### src/rtl/div_iter_pkg.sv
// Shared types for the iterative divider: datapath words, decoded ops and FSM states.
package div_iter_pkg;

  typedef logic [31:0] word_t;
  typedef logic [63:0] dword_t;

  typedef enum logic [3:0] {NOP, ADD, SUB, MULT, MULTU, DIV, DIVU} decoded_op_t;

  typedef enum logic [1:0] {IDLE, BUSY, DONE} div_state_t;

  localparam int unsigned DivSteps = 32;

  function automatic word_t abs_w(input word_t x);
    return x[31] ? -x : x;
  endfunction

endpackage

### src/rtl/div_iter_if.sv
// Execute-stage to divider handshake: operands, op, en/flush request and hi/lo/finish result.
interface div_iter_if;

  div_iter_pkg::word_t       a;
  div_iter_pkg::word_t       b;
  div_iter_pkg::decoded_op_t op;
  logic                      en;
  logic                      flush;
  div_iter_pkg::word_t       hi;
  div_iter_pkg::word_t       lo;
  logic                      finish;

  modport master (output a, b, op, en, flush, input hi, lo, finish);
  modport slave  (input a, b, op, en, flush, output hi, lo, finish);

endinterface

### src/rtl/div_step.sv
// One combinational restoring-division step on a {remainder, quotient} pair.
module div_step import div_iter_pkg::*; (
  input  word_t i_rem,
  input  word_t i_quo,
  input  word_t i_divisor,
  output word_t o_rem,
  output word_t o_quo
);

  logic [32:0] w_shift;
  logic [33:0] w_trial;

  assign w_shift = {i_rem, i_quo[31]};
  assign w_trial = {1'b0, w_shift} - {2'b00, i_divisor};

  // A kept (non-subtracted) shift is below the divisor, so it always fits in 32 bits.
  assign o_rem = w_trial[33] ? w_shift[31:0] : w_trial[31:0];
  assign o_quo = {i_quo[30:0], ~w_trial[33]};

endmodule

### src/rtl/div_iter.sv
// Multi-cycle restoring divider for DIV/DIVU: remainder to hi, quotient to lo, finish strobe.
module div_iter import div_iter_pkg::*; #(
  parameter int unsigned STEPS_PER_CYCLE = 1
) (
  input logic       clk,
  input logic       reset,
  div_iter_if.slave bus
);

  localparam logic [5:0] StepInc = 6'(STEPS_PER_CYCLE);
  localparam logic [5:0] DoneCnt = 6'(DivSteps);

  div_state_t r_state;
  logic [5:0] r_cnt;
  word_t      r_rem;
  word_t      r_quo;
  word_t      r_divisor;
  logic       r_neg_q;
  logic       r_neg_r;
  logic       r_div0;
  word_t      r_hi;
  word_t      r_lo;
  logic       r_finish;

  word_t w_rem [STEPS_PER_CYCLE+1];
  word_t w_quo [STEPS_PER_CYCLE+1];
  logic  w_start;
  logic  w_signed;

  assign w_signed = (bus.op == DIV);
  assign w_start  = bus.en & ~bus.flush & ((bus.op == DIV) | (bus.op == DIVU));

  assign w_rem[0] = r_rem;
  assign w_quo[0] = r_quo;

  for (genvar g = 0; g < STEPS_PER_CYCLE; g++) begin : g_step
    div_step u_step (
      .i_rem     (w_rem[g]),
      .i_quo     (w_quo[g]),
      .i_divisor (r_divisor),
      .o_rem     (w_rem[g+1]),
      .o_quo     (w_quo[g+1])
    );
  end

  always_ff @(posedge clk or posedge reset) begin
    if (reset) begin
      r_state   <= IDLE;
      r_cnt     <= '0;
      r_rem     <= '0;
      r_quo     <= '0;
      r_divisor <= '0;
      r_neg_q   <= 1'b0;
      r_neg_r   <= 1'b0;
      r_div0    <= 1'b0;
      r_hi      <= '0;
      r_lo      <= '0;
      r_finish  <= 1'b0;
    end else begin
      r_finish <= 1'b0;
      unique case (r_state)
        IDLE: begin
          if (w_start) begin
            r_quo     <= w_signed ? abs_w(bus.a) : bus.a;
            r_divisor <= w_signed ? abs_w(bus.b) : bus.b;
            r_neg_q   <= w_signed & (bus.a[31] ^ bus.b[31]);
            r_neg_r   <= w_signed & bus.a[31];
            r_div0    <= (bus.b == '0);
            r_rem     <= '0;
            r_cnt     <= '0;
            r_state   <= BUSY;
          end
        end
        BUSY: begin
          if (bus.flush) begin
            r_state <= IDLE;
          end else if (r_cnt == DoneCnt) begin
            // With b=0 every trial succeeds, so rem ends as |a| and the fix-up restores a.
            r_hi     <= r_neg_r ? -r_rem : r_rem;
            r_lo     <= r_div0 ? '1 : (r_neg_q ? -r_quo : r_quo);
            r_finish <= 1'b1;
            r_state  <= DONE;
          end else begin
            r_rem <= w_rem[STEPS_PER_CYCLE];
            r_quo <= w_quo[STEPS_PER_CYCLE];
            r_cnt <= r_cnt + StepInc;
          end
        end
        DONE:    r_state <= IDLE;
        default: r_state <= IDLE;
      endcase
    end
  end

  assign bus.hi     = r_hi;
  assign bus.lo     = r_lo;
  assign bus.finish = r_finish;

endmodule
### src/flat_wrapper.sv
// flat-port wrapper written by rule: the top's interface ports become plain ports
module div_iter_flat import div_iter_pkg::*;
#(
  parameter int unsigned STEPS_PER_CYCLE = 1
)
  (clk, reset, bus_a, bus_b, bus_op, bus_en, bus_flush, bus_hi, bus_lo, bus_finish);
  div_iter_if bus_i ();
  input logic clk;
  input logic reset;
  input wire logic [$bits(bus_i.a)-1:0] bus_a;
  input wire logic [$bits(bus_i.b)-1:0] bus_b;
  input wire logic [$bits(bus_i.op)-1:0] bus_op;
  input wire logic [$bits(bus_i.en)-1:0] bus_en;
  input wire logic [$bits(bus_i.flush)-1:0] bus_flush;
  output wire logic [$bits(bus_i.hi)-1:0] bus_hi;
  output wire logic [$bits(bus_i.lo)-1:0] bus_lo;
  output wire logic [$bits(bus_i.finish)-1:0] bus_finish;
  assign bus_i.a = bus_a;
  assign bus_i.b = bus_b;
  assign bus_i.op = bus_op;
  assign bus_i.en = bus_en;
  assign bus_i.flush = bus_flush;
  assign bus_hi = bus_i.hi;
  assign bus_lo = bus_i.lo;
  assign bus_finish = bus_i.finish;
  div_iter #(.STEPS_PER_CYCLE(STEPS_PER_CYCLE)) u_core (.clk(clk), .reset(reset), .bus(bus_i));
endmodule
### config.mk
export PLATFORM = sky130hd
export DESIGN_NAME = div_iter_flat
export DESIGN_NICKNAME = d
export VERILOG_FILES = /design/src/rtl/div_iter_pkg.sv /design/src/rtl/div_iter_if.sv /design/src/rtl/div_step.sv /design/src/rtl/div_iter.sv /design/src/flat_wrapper.sv
export SDC_FILE = /design/constraint.sdc
export NUM_CORES = 1
export LEC_CHECK = 0
export CORE_ASPECT_RATIO = 0.9
export CORE_MARGIN = 3
export CORE_UTILIZATION = 45
export CTS_CLUSTER_DIAMETER = 50
export DETAILED_ROUTE_END_ITERATION = 8
export PLACE_DENSITY = 0.77
export RECOVER_POWER = 25
export SETUP_SLACK_MARGIN = 0.1
export SLEW_MARGIN = 10
export SYNTH_ARGS = -nofsm -noshare
export SYNTH_HDL_FRONTEND = slang
export SYNTH_SLANG_ARGS = --single-unit
### constraint.sdc
create_clock -name clk -period 7.7 [get_ports clk]
set_input_delay 2.31 -clock clk [delete_from_list [all_inputs] [get_ports clk]]
set_output_delay 2.31 -clock clk [all_outputs]
set_load 0.01 [all_outputs]
==> summary by stage <==
Pwr
The leakage power total is roughly 5.6 nW. The sequential share of power is 0.332. The share of total power dissipated in the clock network is 0.201. In this run the power density over the cells is 315 nW/um^2. The share of power burned in combinational logic is 0.467. Cell internal power was estimated by the tool at 2.37 mW. Across the VDD grid, the largest voltage drop is 0.000196 V.

In this run the power spent charging and discharging nets is between 1.5 and 2 mW. The switching share of power is 0.427.

Synthesis
The Yosys warning count is 0. The synthesized netlist cell count is approximately 1300. Yosys mapped the design onto ~60 distinct sky130hd cell types.

The number of nets handed over by synthesis was roughly 1400. The cell area that synthesis handed to floorplanning was roughly 11000 sq um. Of all flip-flops after synthesis, the portion carrying an async set or reset was 1.00. The most used flip-flop cell after synthesis is dfrtp_1. In this run the mean area of a mapped cell was around 8.4 sq um. The part of the Yosys area used for sequential elements is 0.392. In this run, synthesis inferred 0 flip-flops with an integrated enable. The synthesized design contains around 170 register bits.

STA
The clock period could shrink to ~5100 ps. Setup repair after global routing left no endpoint under its margin. Hold is met by 478 ps. The max-slew violation count is 43.

Static timing analysis puts the maximum clock frequency at ~200 MHz. Clock skew on the completed layout was measured at 9.45 ps. The worst pin sits at a relative slew slack of -0.220. For the pin with the worst max-slew slack, the measured transition is 1820 ps. Across all setup checks in the final design, the least slack found is ~2600 ps. The sum of negative setup slack is 0 ps. The number of hold violations in the final report is 0. Of the available clock period, the critical path in the final layout requires 0.664. Setup violations remaining at the end of the flow were counted as 0.

Cells and area
Of the cells placed in the final design, the portion with a size suffix greater than 1 is 0.0451. 0 antenna diodes ended up in the layout. The net count of the finished layout is 1519. The final cell utilization of the core is 0.554. The fill cell total of the finished layout is 2113. The layout overhead on the synthesized area is 19.6%. The finished layout cell area is ~13000 sq um.

Setup path
The critical path starts at bus_a[10]. The biggest cell delay along the critical path is about 570 ps. The worst setup path is captured at a register. The top fanout value on the critical path is 6. The number of buffers and inverters on the critical path is 1. The category of the worst setup path launch point is a primary input. For the worst setup path, the data arrival time is between 5000 and 6000 ps. The highest-delay cell along the critical path is or4_1. At the worst endpoint, the required time is 7990 ps. The number of cells on the worst reg-to-reg path is 11. The cell seen most often among critical-path stages is or4_1. The setup slack on the worst flop-to-flop path is approximately 3700 ps. Among cell families on the critical path, the largest total delay comes from simple AND/OR/NAND/NOR gates.

In this run the critical register-to-register path is launched from u_core.r_quo[0]$_DFFE_PP0P_. The worst register-to-register path ends at u_core.bus.lo[30]$_DFFE_PP0P_. The type of the worst setup path is primary input to register. The signal on the critical path passes through clkdlybuf4s50_1 -> or4_1 -> or3_1 -> or4_1 -> nor2_1 -> nand2_1 -> or2_2 -> o41ai_1 -> xor2_1 -> a21oi_1.

Global routing
The first global-routing pass estimated 45600 um of wire. The pin count of the biggest net entering global routing is 80. Across every metal layer, demand over resource in global routing totals 0.212. The initial antenna violation count came to 0. The aggregate global routing overflow is 0. The via count of the first global-routing pass is 8818.

Placement
In this run the cell area measured after placement is ~13000 sq um. The final HPWL from detailed placement is approximately 21000 um. At the placement stage, the worst setup path has a slack of about 2200 ps. The number of port buffers is 136. The congestion estimate from routability-driven global placement came to between 0.9 and 1.

Route
The number of remaining DRC errors is 0. The number of search-and-repair iterations in the first detailed-routing pass is 5. The vias per cell is 5.61. Across all layers, the routed design uses between 9000 and 10000 vias. Once detail routing completed, the nets flagged for antenna violations numbered 0.

The DRC violation total after the first TritonRoute iteration is ~800. The final layout contains routed wiring with a total length of between 20000 and 30000 um. The routed length per instance is between 15 and 20 um.

Clocking
The root buffer cell is clkbuf_16. The deepest level of the CTS H-tree is 4. Once the clock tree was built, the resizer swapped 0 gates to a different size. Counting along the longest clock path gives a buffer depth of 2. The TritonCTS sink count is approximately 170. The count of hold-fix buffers inserted at cts is 0. The clock tree from TritonCTS is yes.

The clock transition at the registers of the reported paths is roughly 70 ps. The total clock buffers created by CTS is 17. The latest clock arrival within the worst-skew pair is about 430 ps. The post-CTS setup repair buffer count is 0.

Job
The number of violations of the max-capacitance limit is 1.

Floorplanning
The floorplan die height is approximately 150 um. In this run the standard cell core region covers ~24000 sq um. The starting utilization of the core area is 0.463. The floorplan step set the die width to approximately 170 um. The die footprint is about 26000 sq um. The site row count is 53.

For this design the top-level I/O count stands at around 140.

Outcome
The flow ran to the end, but the final reports show violations. The checks that failed: capacitance limit, slew limit.

Min path
The type of the most critical hold path is register to register. The worst hold path was traced through 2 stages. For hold timing, the worst endpoint is u_core.bus.hi[24]$_DFFE_PP0P_. The startpoint identified for the worst hold timing path is u_core.bus.hi[24]$_DFFE_PP0P_.
## power by group through the flow
stage          combinational (mW)  clock (mW)  sequential [mW]
2_1_floorplan                1.50           0             1.26
3_3_place_gp                 1.85           0             1.36
3_5_place_dp                 1.89           0             1.38
4_1_cts                      1.91       0.843             1.36
5_1_grt                      2.16       0.885             1.40
6_report                     1.93       0.832             1.37
## worst register-to-register path, cell delays in order (launching register included)
cell     delay, ps
dfrtp_1        440
inv_1          110
ha_1           160
or3b_4         410
or4_4          550
or3_1          370
or3_1          340
or4_4          440
or4_4          460
o41ai_4        310
xor2_1         180
a21oi_1         80
## per-layer routing
layer,vias to the layer above,part of all wire,track usage
li1,4776,-,-
met1,4483,0.50,0.344
met2,365,0.40,0.292
met3,34,0.081,0.0365
met4,0,0.013,0.0479
met5,-,0,0
## logic make-up after synthesis
group | after synthesis | synth area share
adder cells (fa/ha/maj) | 39 | 0.0452
XOR/XNOR | 145 | 0.116
multiplexers | 27 | 0.0246
buffers and inverters | 119 | 0.0436
AO/OA/AOI/OAI | 402 | 0.211
AND/OR/NAND/NOR | 401 | 0.167
flip-flops | 172 | 0.392
## metrics by stage
step	cells	power (mW)
2_1_floorplan	1305	2.77
5_1_grt	1722	4.45
4_1_cts	1722	4.11
3_5_place_dp	1691	3.27
3_3_place_gp	1691	3.21
6_report	1722	4.14
## worst max path at each step
stage                                               to  slack [ps]  depth (start not counted)
after floorplan            u_core.bus.finish$_DFF_PP0_         730                          1
after global placement    u_core.r_quo[29]$_DFFE_PP0P_        2230                         10
after detailed placement  u_core.r_quo[29]$_DFFE_PP0P_        2160                         10
after CTS                 u_core.r_quo[29]$_DFFE_PP0P_        2600                         10
after global routing      u_core.r_quo[29]$_DFFE_PP0P_        2420                         10
final                     u_core.r_quo[29]$_DFFE_PP0P_        2590                         10
## cell usage after synthesis, drive strengths merged (2+ instances only)
master  instances  share of area
o41ai          13          0.012
a211o           2         0.0016
or3            19          0.012
or2             4         0.0023
and4            4         0.0032
o22ai           2         0.0011
buf             7         0.0034
and2            3         0.0017
o21bai          3         0.0021
a31oi           9         0.0051
mux2i          27          0.025
o21ai         175          0.080
a32oi           6         0.0048
nor4           12         0.0068
nor3           21         0.0096
nand3          15         0.0068
and3            6         0.0034
clkbuf         55          0.021
nand4           6         0.0034
o21a            6         0.0041
a21oi         126          0.057
nor2b           6         0.0034
dfrtp         172           0.39
xnor2          63          0.050
nand2b         13         0.0074
nand2         164          0.056
a211oi          3         0.0021
o31ai          25          0.017
o211ai          5         0.0034
xor2           82          0.065
a21o           10         0.0068
ha             38          0.043
a22o            4         0.0032
inv            57          0.020
a41oi           2         0.0016
nor2          112          0.038
a21boi          2         0.0014
o31a            5         0.0041
or4            11         0.0090
## placed cells by master (no fill, tap or decap), types with 8 or more instances in the layout
cell type and count:
buf_4 10, clkbuf_16 17, ha_1 38, a21oi_1 126
xnor2_1 63, or3_1 16, mux2i_1 27, xor2_1 82
o31ai_1 25, o21ai_0 174, inv_1 56, nand2b_1 13
nand3_1 14, a21o_1 10, dfrtp_1 172, clkdlybuf4s50_1 134
nor2_1 111, nor4_1 12, nor3_1 20, a31oi_1 8
o41ai_1 12, nand2_1 163
## area by class of cell
class                   count  area, sq um  share of cell area
clock inverters            14          139              0.0106
well taps                 302          378              0.0288
multi-input cells        1014         6220               0.474
clock buffers              17          425              0.0324
inverters                  57          215              0.0164
flip-flops and latches    172         4300               0.328
repair buffers            146         1440               0.109
## state kept, by name, summed over array words and instances (netlist names), 2 cells and up
name	flops
u_core.r_cnt	6
u_core.r_rem	32
u_core.r_quo	32
u_core.bus.hi	32
u_core.bus.lo	32
u_core.r_divisor	32
u_core.r_state	2
Power figures use the tool's default switching activity.
